==> src/rtl/mult_div_unit_pkg.sv <==
// Shared opcodes and decode helpers for the multiply/divide unit.
package mult_div_unit_pkg;

  localparam logic [3:0] MD_NONE  = 4'd0;
  localparam logic [3:0] MD_MULT  = 4'd1;
  localparam logic [3:0] MD_MULTU = 4'd2;
  localparam logic [3:0] MD_DIV   = 4'd3;
  localparam logic [3:0] MD_DIVU  = 4'd4;
  localparam logic [3:0] MD_MADD  = 4'd5;
  localparam logic [3:0] MD_MADDU = 4'd6;
  localparam logic [3:0] MD_MSUB  = 4'd7;
  localparam logic [3:0] MD_MSUBU = 4'd8;
  localparam logic [3:0] MD_MTHI  = 4'd9;
  localparam logic [3:0] MD_MTLO  = 4'd10;

  // Any defined multiply/divide opcode; hazard logic can reuse this.
  function automatic logic is_md(input logic [3:0] op);
    return (op != MD_NONE) && (op <= MD_MTLO);
  endfunction

  // Multiply-class ops (plain, accumulate and subtract).
  function automatic logic is_mul_op(input logic [3:0] op);
    return (op == MD_MULT) || (op == MD_MULTU) || ((op >= MD_MADD) && (op <= MD_MSUBU));
  endfunction

  function automatic logic is_div_op(input logic [3:0] op);
    return (op == MD_DIV) || (op == MD_DIVU);
  endfunction

  // Ops that treat their operands as two's complement.
  function automatic logic is_signed_op(input logic [3:0] op);
    return (op == MD_MULT) || (op == MD_DIV) || (op == MD_MADD) || (op == MD_MSUB);
  endfunction

endpackage

==> src/rtl/md_divider.sv <==
// Iterative unsigned restoring divider, one quotient bit per cycle.
module md_divider #(
  parameter int unsigned WIDTH = 32
) (
  input  logic             clk,
  input  logic             reset,
  input  logic             start,
  input  logic [WIDTH-1:0] dividend,
  input  logic [WIDTH-1:0] divisor,
  output logic [WIDTH-1:0] quotient,
  output logic [WIDTH-1:0] remainder,
  output logic             done
);

  localparam int unsigned CntW = $clog2(WIDTH + 1);

  logic [WIDTH-1:0] quo_q, quo_d;
  logic [WIDTH-1:0] rem_q, rem_d;
  logic [WIDTH-1:0] dsr_q, dsr_d;
  logic [CntW-1:0]  cnt_q, cnt_d;
  logic [WIDTH:0]   rem_sh;
  logic [WIDTH:0]   diff;

  // Load on start, otherwise run one shift/trial-subtract step while iterations remain.
  always_comb begin
    quo_d  = quo_q;
    rem_d  = rem_q;
    dsr_d  = dsr_q;
    cnt_d  = cnt_q;
    rem_sh = {rem_q, quo_q[WIDTH-1]};
    // Top bit set means the trial subtraction borrowed.
    diff   = rem_sh - {1'b0, dsr_q};
    if (start) begin
      quo_d = dividend;
      rem_d = '0;
      dsr_d = divisor;
      cnt_d = CntW'(WIDTH);
    end else if (cnt_q != '0) begin
      cnt_d = cnt_q - CntW'(1);
      if (!diff[WIDTH]) begin
        rem_d = diff[WIDTH-1:0];
        quo_d = {quo_q[WIDTH-2:0], 1'b1};
      end else begin
        rem_d = rem_sh[WIDTH-1:0];
        quo_d = {quo_q[WIDTH-2:0], 1'b0};
      end
    end
  end

  // Iteration state registers.
  always_ff @(posedge clk or posedge reset) begin
    if (reset) begin
      quo_q <= '0;
      rem_q <= '0;
      dsr_q <= '0;
      cnt_q <= '0;
    end else begin
      quo_q <= quo_d;
      rem_q <= rem_d;
      dsr_q <= dsr_d;
      cnt_q <= cnt_d;
    end
  end

  assign quotient  = quo_q;
  assign remainder = rem_q;
  // High during the final iteration; results are valid the cycle after.
  assign done      = (cnt_q == CntW'(1));

endmodule

==> src/rtl/mult_div_unit.sv <==
// Multi-cycle multiply/divide unit with architectural HI/LO registers.
module mult_div_unit
  import mult_div_unit_pkg::*;
#(
  parameter int unsigned WIDTH       = 32,
  parameter int unsigned MULT_CYCLES = 5
) (
  input  logic             clk,
  input  logic             reset,
  input  logic             Start,
  input  logic [3:0]       MDOp,
  input  logic             Flush,
  input  logic [WIDTH-1:0] SrcA,
  input  logic [WIDTH-1:0] SrcB,
  output logic             Busy,
  output logic [WIDTH-1:0] HI,
  output logic [WIDTH-1:0] LO
);

  localparam int unsigned MulCntW = $clog2(MULT_CYCLES + 1);
  localparam logic [WIDTH-1:0] MinNeg = {1'b1, {(WIDTH - 1){1'b0}}};

  typedef enum logic [1:0] {StIdle, StMul, StDiv, StDfix} state_e;

  state_e               state_q, state_d;
  logic                 busy_q, busy_d;
  logic [WIDTH-1:0]     hi_q, hi_d, lo_q, lo_d;
  logic [2*WIDTH-1:0]   res_q, res_d;
  logic [MulCntW-1:0]   mcnt_q, mcnt_d;
  logic                 a_neg_q, a_neg_d, q_neg_q, q_neg_d;
  logic                 dzero_q, dzero_d, ovf_q, ovf_d;
  logic [WIDTH-1:0]     dvd_q, dvd_d;

  logic                 accept, op_signed, a_neg, b_neg, div_start, div_done;
  logic [WIDTH-1:0]     a_mag, b_mag, div_quo, div_rem, quo_fix, rem_fix;
  logic [2*WIDTH-1:0]   ext_a, ext_b, prod, acc, mul_res;

  assign accept = Start & ~Flush & ~busy_q & is_md(MDOp);

  // Operand conditioning: sign extension for multiply, magnitudes for divide.
  always_comb begin
    op_signed = is_signed_op(MDOp);
    a_neg     = op_signed & SrcA[WIDTH-1];
    b_neg     = op_signed & SrcB[WIDTH-1];
    a_mag     = a_neg ? -SrcA : SrcA;
    b_mag     = b_neg ? -SrcB : SrcB;
    ext_a     = {{WIDTH{a_neg}}, SrcA};
    ext_b     = {{WIDTH{b_neg}}, SrcB};
  end

  // Full product and accumulate against HI/LO as they stand at the accepting edge.
  always_comb begin
    prod = ext_a * ext_b;
    acc  = {hi_q, lo_q};
    case (MDOp)
      MD_MADD, MD_MADDU: mul_res = acc + prod;
      MD_MSUB, MD_MSUBU: mul_res = acc - prod;
      default:           mul_res = prod;
    endcase
  end

  // Restore signs on the unsigned divider result.
  always_comb begin
    quo_fix = q_neg_q ? -div_quo : div_quo;
    rem_fix = a_neg_q ? -div_rem : div_rem;
  end

  md_divider #(
    .WIDTH (WIDTH)
  ) u_divider (
    .clk       (clk),
    .reset     (reset),
    .start     (div_start),
    .dividend  (a_mag),
    .divisor   (b_mag),
    .quotient  (div_quo),
    .remainder (div_rem),
    .done      (div_done)
  );

  // Control FSM: issue, multiply countdown, divide iterate and sign-fix commit.
  always_comb begin
    state_d   = state_q;
    hi_d      = hi_q;
    lo_d      = lo_q;
    res_d     = res_q;
    mcnt_d    = mcnt_q;
    a_neg_d   = a_neg_q;
    q_neg_d   = q_neg_q;
    dzero_d   = dzero_q;
    ovf_d     = ovf_q;
    dvd_d     = dvd_q;
    div_start = 1'b0;
    unique case (state_q)
      StIdle: begin
        if (accept) begin
          if (is_mul_op(MDOp)) begin
            state_d = StMul;
            res_d   = mul_res;
            mcnt_d  = MulCntW'(MULT_CYCLES);
          end else if (is_div_op(MDOp)) begin
            state_d   = StDiv;
            div_start = 1'b1;
            a_neg_d   = a_neg;
            q_neg_d   = a_neg ^ b_neg;
            dzero_d   = (SrcB == '0);
            ovf_d     = op_signed && (SrcA == MinNeg) && (SrcB == '1);
            dvd_d     = SrcA;
          end else if (MDOp == MD_MTHI) begin
            hi_d = SrcA;
          end else begin
            lo_d = SrcA;
          end
        end
      end
      StMul: begin
        if (mcnt_q == MulCntW'(1)) begin
          {hi_d, lo_d} = res_q;
          mcnt_d       = '0;
          state_d      = StIdle;
        end else begin
          mcnt_d = mcnt_q - MulCntW'(1);
        end
      end
      StDiv: begin
        if (div_done) begin
          state_d = StDfix;
        end
      end
      StDfix: begin
        state_d = StIdle;
        if (dzero_q) begin
          lo_d = '1;
          hi_d = dvd_q;
        end else if (ovf_q) begin
          lo_d = MinNeg;
          hi_d = '0;
        end else begin
          lo_d = quo_fix;
          hi_d = rem_fix;
        end
      end
      default: state_d = StIdle;
    endcase
    busy_d = (state_d != StIdle);
  end

  // State and architectural registers.
  always_ff @(posedge clk or posedge reset) begin
    if (reset) begin
      state_q <= StIdle;
      busy_q  <= 1'b0;
      hi_q    <= '0;
      lo_q    <= '0;
      res_q   <= '0;
      mcnt_q  <= '0;
      a_neg_q <= 1'b0;
      q_neg_q <= 1'b0;
      dzero_q <= 1'b0;
      ovf_q   <= 1'b0;
      dvd_q   <= '0;
    end else begin
      state_q <= state_d;
      busy_q  <= busy_d;
      hi_q    <= hi_d;
      lo_q    <= lo_d;
      res_q   <= res_d;
      mcnt_q  <= mcnt_d;
      a_neg_q <= a_neg_d;
      q_neg_q <= q_neg_d;
      dzero_q <= dzero_d;
      ovf_q   <= ovf_d;
      dvd_q   <= dvd_d;
    end
  end

  assign Busy = busy_q;
  assign HI   = hi_q;
  assign LO   = lo_q;

endmodule

==> config.mk <==
export PLATFORM = sky130hd
export DESIGN_NAME = mult_div_unit
export DESIGN_NICKNAME = d
export VERILOG_FILES = /design/src/rtl/mult_div_unit_pkg.sv /design/src/rtl/md_divider.sv /design/src/rtl/mult_div_unit.sv
export SDC_FILE = /design/constraint.sdc
export NUM_CORES = 2
export LEC_CHECK = 0
export CAP_MARGIN = 20
export CORE_AREA = 2 2 307 309
export DETAILED_ROUTE_END_ITERATION = 8
export DIE_AREA = 0 0 309 311
export PLACE_DENSITY = 0.79
export SLEW_MARGIN = 20
export SYNTH_ARGS = -nofsm -noshare
export SYNTH_HDL_FRONTEND = slang
export SYNTH_HIERARCHICAL = 1
export SYNTH_SLANG_ARGS = --single-unit
==> constraint.sdc <==
create_clock -name clk -period 6.8 [get_ports clk]
set_input_delay 1.36 -clock clk [delete_from_list [all_inputs] [get_ports clk]]
set_output_delay 1.36 -clock clk [all_outputs]
set_load 0.05 [all_outputs]
### Word-level counts from Yosys, hierarchy flattened

Cells that the tools add are included.
Widths: inputs -> output; s select.

| word-level totals | value |
|---|---|
| flip-flop bits (word level) | 272 |
| output and inout bits | 65 |

| cells by class | value |
|---|---|
| add/sub/neg operators | 9 |
| multipliers | 1 |
| magnitude comparators | 3 |
| eq/ne operators | 23 |
| mux-type cells | 43 |
| bitwise gates (word level) | 9 |
| reductions and logical operators | 25 |

Operator list:

| cell | number |
|---|---|
| $mux 32 | 23 |
| $pmux 32 s3 | 2 |
| $neg 32->32 | 4 |
| $pmux 64 s2 | 1 |
| $add 64x64->64 | 1 |
| $eq 32x32->1 const B | 2 |
| $mul 33x33->64 | 1 |
| $sub 64x64->64 | 1 |
| $sub 33x32->33 | 1 |
| $logic_not 32->1 | 1 |
| $eq 4x3->1 const B | 4 |
| $ne 2x2->1 const B | 7 |
| $mux 6 | 2 |
| $reduce_and 6->1 | 2 |
| $mux 2 | 5 |
| $mux 3 | 3 |
| $eq 4x2->1 const B | 2 |
| $eq 4x4->1 const B | 2 |
| $le 4x4->1 const B | 2 |
| $pmux 2 s4 | 1 |
| $eq 6x1->1 const B | 1 |
| $logic_or 1x1->1 | 6 |
| $pmux 3 s2 | 1 |
| $reduce_and 3->1 | 2 |
| other kinds (19) | 36 |

### Logic depth before layout (Yosys ltp)

| depth | value |
|---|---|
| depth after elaboration | 8 |
| gate-level depth with buffers | 51 |

### Hierarchy

Netlist, hierarchy kept.

Modules (own cells, without submodules):

| module | times used | cells each | area an instance (um^2) | seq. area each (um^2) |
|---|---|---|---|---|
| mult_div_unit | 1 | 6260 | 53775.3 | 4254.1 |
| md_divider | 1 | 712 | 6286.0 | 2552.4 |

### Worst setup path after synthesis

OpenSTA, ideal clock, no wires.

| timing path | value |
|---|---|
| path type | input -> register |
| from | in MDOp[0] |
| to | reg res_q[62] |
| setup time | 0.077 ns |
| arrival time | 12.426 ns |
| path slack | -5.703 ns |
| stages on the path | 44 |
| path buffers | 4 |
| cell sequence | nor2b_1 clkbuf_1 and2_1 clkbuf_1 clkbuf_1 nand2_1 inv_1 fa_1 inv_1 fa_1 inv_1 fa_1 fa_1 inv_1 fa_1 fa_1 inv_1 fa_1 (+8 left out) xor2_1 o2111ai_1 or4b_4 nor4_4 nor2_1 xnor2_1 ha_1 and3_1 and3_1 and4_1 a211oi_1 o41a_1 o21ba_2 o211ai_1 o22ai_1 o21ai_0 mux2_2 a21oi_1 |

| between the ends | value |
|---|---|
| longest elaborated chain between the ends | 8 |
| elaborated cells between the ends (all ways) | 28 |

RTL lines:

| element | RTL line | RTL |
|---|---|---|
| from (decl) | mult_div_unit.sv:11 | `input logic [3:0] MDOp,` |
| $eq 4x1->1 or $eq 4x2->1 (tied branches) | mult_div_unit_pkg.sv:23, mult_div_unit_pkg.sv:32 |  |
| $logic_or 1x1->1 (3 in a row) | mult_div_unit_pkg.sv:32 | `return (op == MD_MULT) \|\| (op == MD_DIV) \|\| (op == MD_MADD) \|\| (op == MD_MSUB);` |
| $and 1x1->1, on equally long branches | mult_div_unit.sv:43, mult_div_unit.sv:44 |  |
| $mul 33x33->64 | mult_div_unit.sv:53 | `prod = ext_a * ext_b;` |
| $sub 64x64->64 or $add 64x64->64 (tied branches) | mult_div_unit.sv:57, mult_div_unit.sv:56 |  |
| $pmux 64 s2 | mult_div_unit.sv:55 | `case (MDOp)` |
| to (signal assigned) | mult_div_unit.sv:167 | `res_q <= res_d;` |
| to (decl) | mult_div_unit.sv:28 | `logic [2*WIDTH-1:0] res_q, res_d;` |

Several ways; a longest one is shown, not always the timed one.
A chain may end at the register's enable or synchronous reset.

### Worst setup path in the final report

| timing path | value |
|---|---|
| from | in SrcB[17] |
| to | reg res_q[63] |

| between the ends | value |
|---|---|
| longest elaborated chain between the ends | 3 |
| elaborated cells between the ends (all ways) | 4 |

RTL lines:

| element | RTL line | RTL |
|---|---|---|
| from (decl) | mult_div_unit.sv:14 | `input logic [WIDTH-1:0] SrcB,` |
| $mul 33x33->64 (*) | mult_div_unit.sv:53 |  |
| $sub 64x64->64 or $add 64x64->64 (tied branches) | mult_div_unit.sv:57, mult_div_unit.sv:56 |  |
| $pmux 64 s2 (*) | mult_div_unit.sv:55 |  |

Every way passes the cells marked *; elsewhere a longest branch is shown, timed or not.

==> metrics.md <==
| Metric | Value |
|---|---|
| H-tree levels | 1 |
| Hold depth | 2 |
| Mapped Area | around 0.06 sq mm |
| Hold Buf Count CTS | 0 |
| RSZ-0062 raised after global routing | true |
| Nets | 9320 |
| GRT overflow | 0 |
| Total of max-cap violations | 0 |
| Num CTS Buffers | 31 |
| Die width | ~300 microns |
| Primary FF master, synth | dfrtp_1 |
| Ys async rst share | 100.0% |
| Die Height | 311 microns |
| 1st-iter DRT viols | approximately 6100 |
| # setup viols final | 55 |
| Failing checks | setup timing |
| Wirelength, routed | approximately 220000 microns |
| Final hold violations | 0 |
| Final period util | 170.1% |
| DR pass1 iterations | 9 |
| Placed instance count | a little under 9000 |
| Pin count of the biggest net entering global routing | between 100 and 150 |
| Fin crit period | approximately 12 ns |
| CTS clock-pin slew for the worst setup and hold paths | about 0.070 ns |
| Port bufs | 136 |
| Post-synth EDFFs | 0 |
| Peak Freq | a little under 90 MHz |
| Post-route ant nets | 0 |
| Count of non-filler cells in the finished layout | slightly above 9000 |
| CP max stage cell | fa_2 |
| Most common cell after layout, fill and taps aside | inv_1 |
| Starting Density | approximately 65% |
| Via count | around 56000 |
| Worst Setup Path Type | in -> reg |
| Vias in the first global route | 58620 |
| CP required | roughly 7.3 ns |
| I/O pin cnt | approximately 140 |
| Hold Startpoint | res_q[41] |
| Crit-path max cell delay | between 0.5 and 0.6 ns |
| Worst Max-Slew Pin Slew | 1.001 ns |
| Worst Hold End | res_q[41] |
| Setup Skew | about 0.028 ns |
| Synth Register Bits | 272 |
| HP Class | reg -> reg |
| Total track usage | 45.86% |
| Detailed Place HPWL | approximately 170000 microns |
| TritonCTS clock tree | done |
| Clock root buffer master | clkbuf_16 |
| Routability cong. | roughly 1.0 |
| Crit path DAT | roughly 12 ns |
| Status | finished with violations |
| Drt wl/cell | ~24 microns |
| Headroom to the max-slew limit | 33.29% |
| FP Rows | 112 |
| Post-layout util | 80.51% |
| Net Count, Synth | approximately 8500 |
| CP Launch Type | input pin |
| WHS | 0.4916 ns |
| Die area | roughly 0.096 sq mm |
| Maximum fanout along the worst path | 12 |
| Critical Path Sink Type | register |
| DRC errors left | 0 |
| Reg2reg start | u_divider/quotient[31] |
| Clk_lat worst skew | 0.61 ns |
| Via-to-Cell Ratio | slightly above 6 |
| Sink Count | between 200 and 300 |
| YS warnings | 6 |
| Worst r2r dst | u_divider/remainder[19] |
| Layout area overhead | 24.36% |
| Final worst setup slack | -4.764 ns |
| Seq/Total Area, Yosys | between 10 and 15% |
| Post-synth cell types | 96 |
| Gate Count Post-Synth | around 7000 |
| R2R setup slack | around 2.1 ns |
| Layout cell share with drive strength beyond 1 | between 20 and 25% |
| Mean Syn Cell Area | roughly 8.6 sq um |
| Antenna violations before repair | 27 |
| Final Max Slew Viols | 0 |
| CP dominant cell by count | fa_1 |
| Clk buf depth | 3 |
| First-pass GRT wire length | roughly 330000 microns |
| Leading cell types in the layout, fill and taps excluded | inv_1 (1146), fa_1 (1095), nand2_1 (1082), buf_4 (955), nor2_1 (329) |
| R2r worst-path depth | 12 |
| Fin Setup TNS | -184.79 ns |
| Crit path buf inv count | 11 |
| Core footprint | between 0.09 and 0.1 sq mm |
| Worst path top cell family by delay | adder cells |
-- cells in the mapped netlist, types with 95 or more instances --
master / n / area (sq um)
and2_1: 281 / 1758
clkbuf_1: 325 / 1220
a21oi_1: 297 / 1486
dfrtp_1: 272 / 6807
buf_1: 95 / 356.6
fa_1: 1127 / 22560
nand2_1: 1107 / 4155
ha_1: 317 / 3966
nor2_1: 349 / 1310
inv_1: 1173 / 4403
xnor2_1: 211 / 1848
xor2_1: 131 / 1147
o21ai_0: 297 / 1486
-- metal layers --
layer	vias to the layer above	track usage, %	share of wire (%)
met2	3812	71.51	45
met4	12	32.91	9.7
li1	23550	-	-
met1	27670	56.19	34
met3	1184	10.58	11
met5	-	0	0.065
-- area by class of cell --
class	count	area, sq um
sequential	272	6808
inverter	1174	4436
clock inverter	16	244.0
antenna	23	57.56
multi-input combinational	5090	49750
clock buffer	42	897.1
fill	5883	18080
timing repair buffer	1235	10930
tap	1254	1569
-- state kept, by name (all words and copies together) (netlist names) --
signal               cells
mcnt_q                   3
Busy                     1
u_divider/dsr_q         32
u_divider/quotient      32
HI                      32
state_q                  2
a_neg_q                  1
q_neg_q                  1
ovf_q                    1
res_q                   64
u_divider/remainder     32
u_divider/cnt_q          6
dzero_q                  1
LO                      32
dvd_q                   32
-- worst reg2reg max path: stages (launching register included) --
cell       delay, ns
dfrtp_1         0.47
inv_1           0.12
ha_1            0.22
inv_1           0.08
fa_1            0.43
a211oi_1        0.33
o21ai_1         0.21
o211ai_1        0.46
a2111oi_2       0.24
o41ai_1         0.52
or3b_1          0.83
nor3_1          0.34
a211o_1         0.33
-- timing repair --
item,4_1_cts,5_1_grt
pin swaps,143,149
buffers inserted,107,40
cloned,11,2
setup endpoints to repair,56,56
resized for setup,392,186
-- metrics by stage --
| stage | worst slack (ns) | cell area, sq um |
|---|---|---|
| 2_1_floorplan | -4.735 | 61080 |
| 3_3_place_gp | -6.205 | 69650 |
| 3_5_place_dp | -6.230 | 69650 |
| 4_1_cts | -4.770 | 73480 |
| 5_1_grt | -5.107 | 74670 |
| 6_report | -4.764 | 74690 |
-- how the worst max path moves through the flow --
| stage | depth (start not counted) | endpoint | start | slack, ns |
|---|---|---|---|---|
| floorplan | 49 | res_q[63] | MDOp[0] | -4.74 |
| global placement | 48 | res_q[63] | MDOp[3] | -6.20 |
| detailed placement | 48 | res_q[63] | MDOp[3] | -6.23 |
| CTS | 41 | res_q[63] | SrcB[26] | -4.77 |
| global route | 43 | res_q[63] | MDOp[0] | -5.11 |
| finish | 47 | res_q[63] | SrcB[17] | -4.76 |
-- cell families after synthesis --
| family | count (synthesis) | share of synthesized area [%] |
|---|---|---|
| and+or+nand+nor | 2103 | 15.91 |
| adders and majority gates | 1444 | 44.17 |
| AOI/OAI and AO/OA | 1114 | 11.96 |
| xor gates and xnor gates | 342 | 4.987 |
| muxes | 87 | 1.527 |
| buffers and inverters | 1610 | 10.12 |
| DFF | 272 | 11.33 |
Power is left out: the tool's default activity adds up to more than one toggle a clock period on the data nets, which glitch-free logic cannot reach.
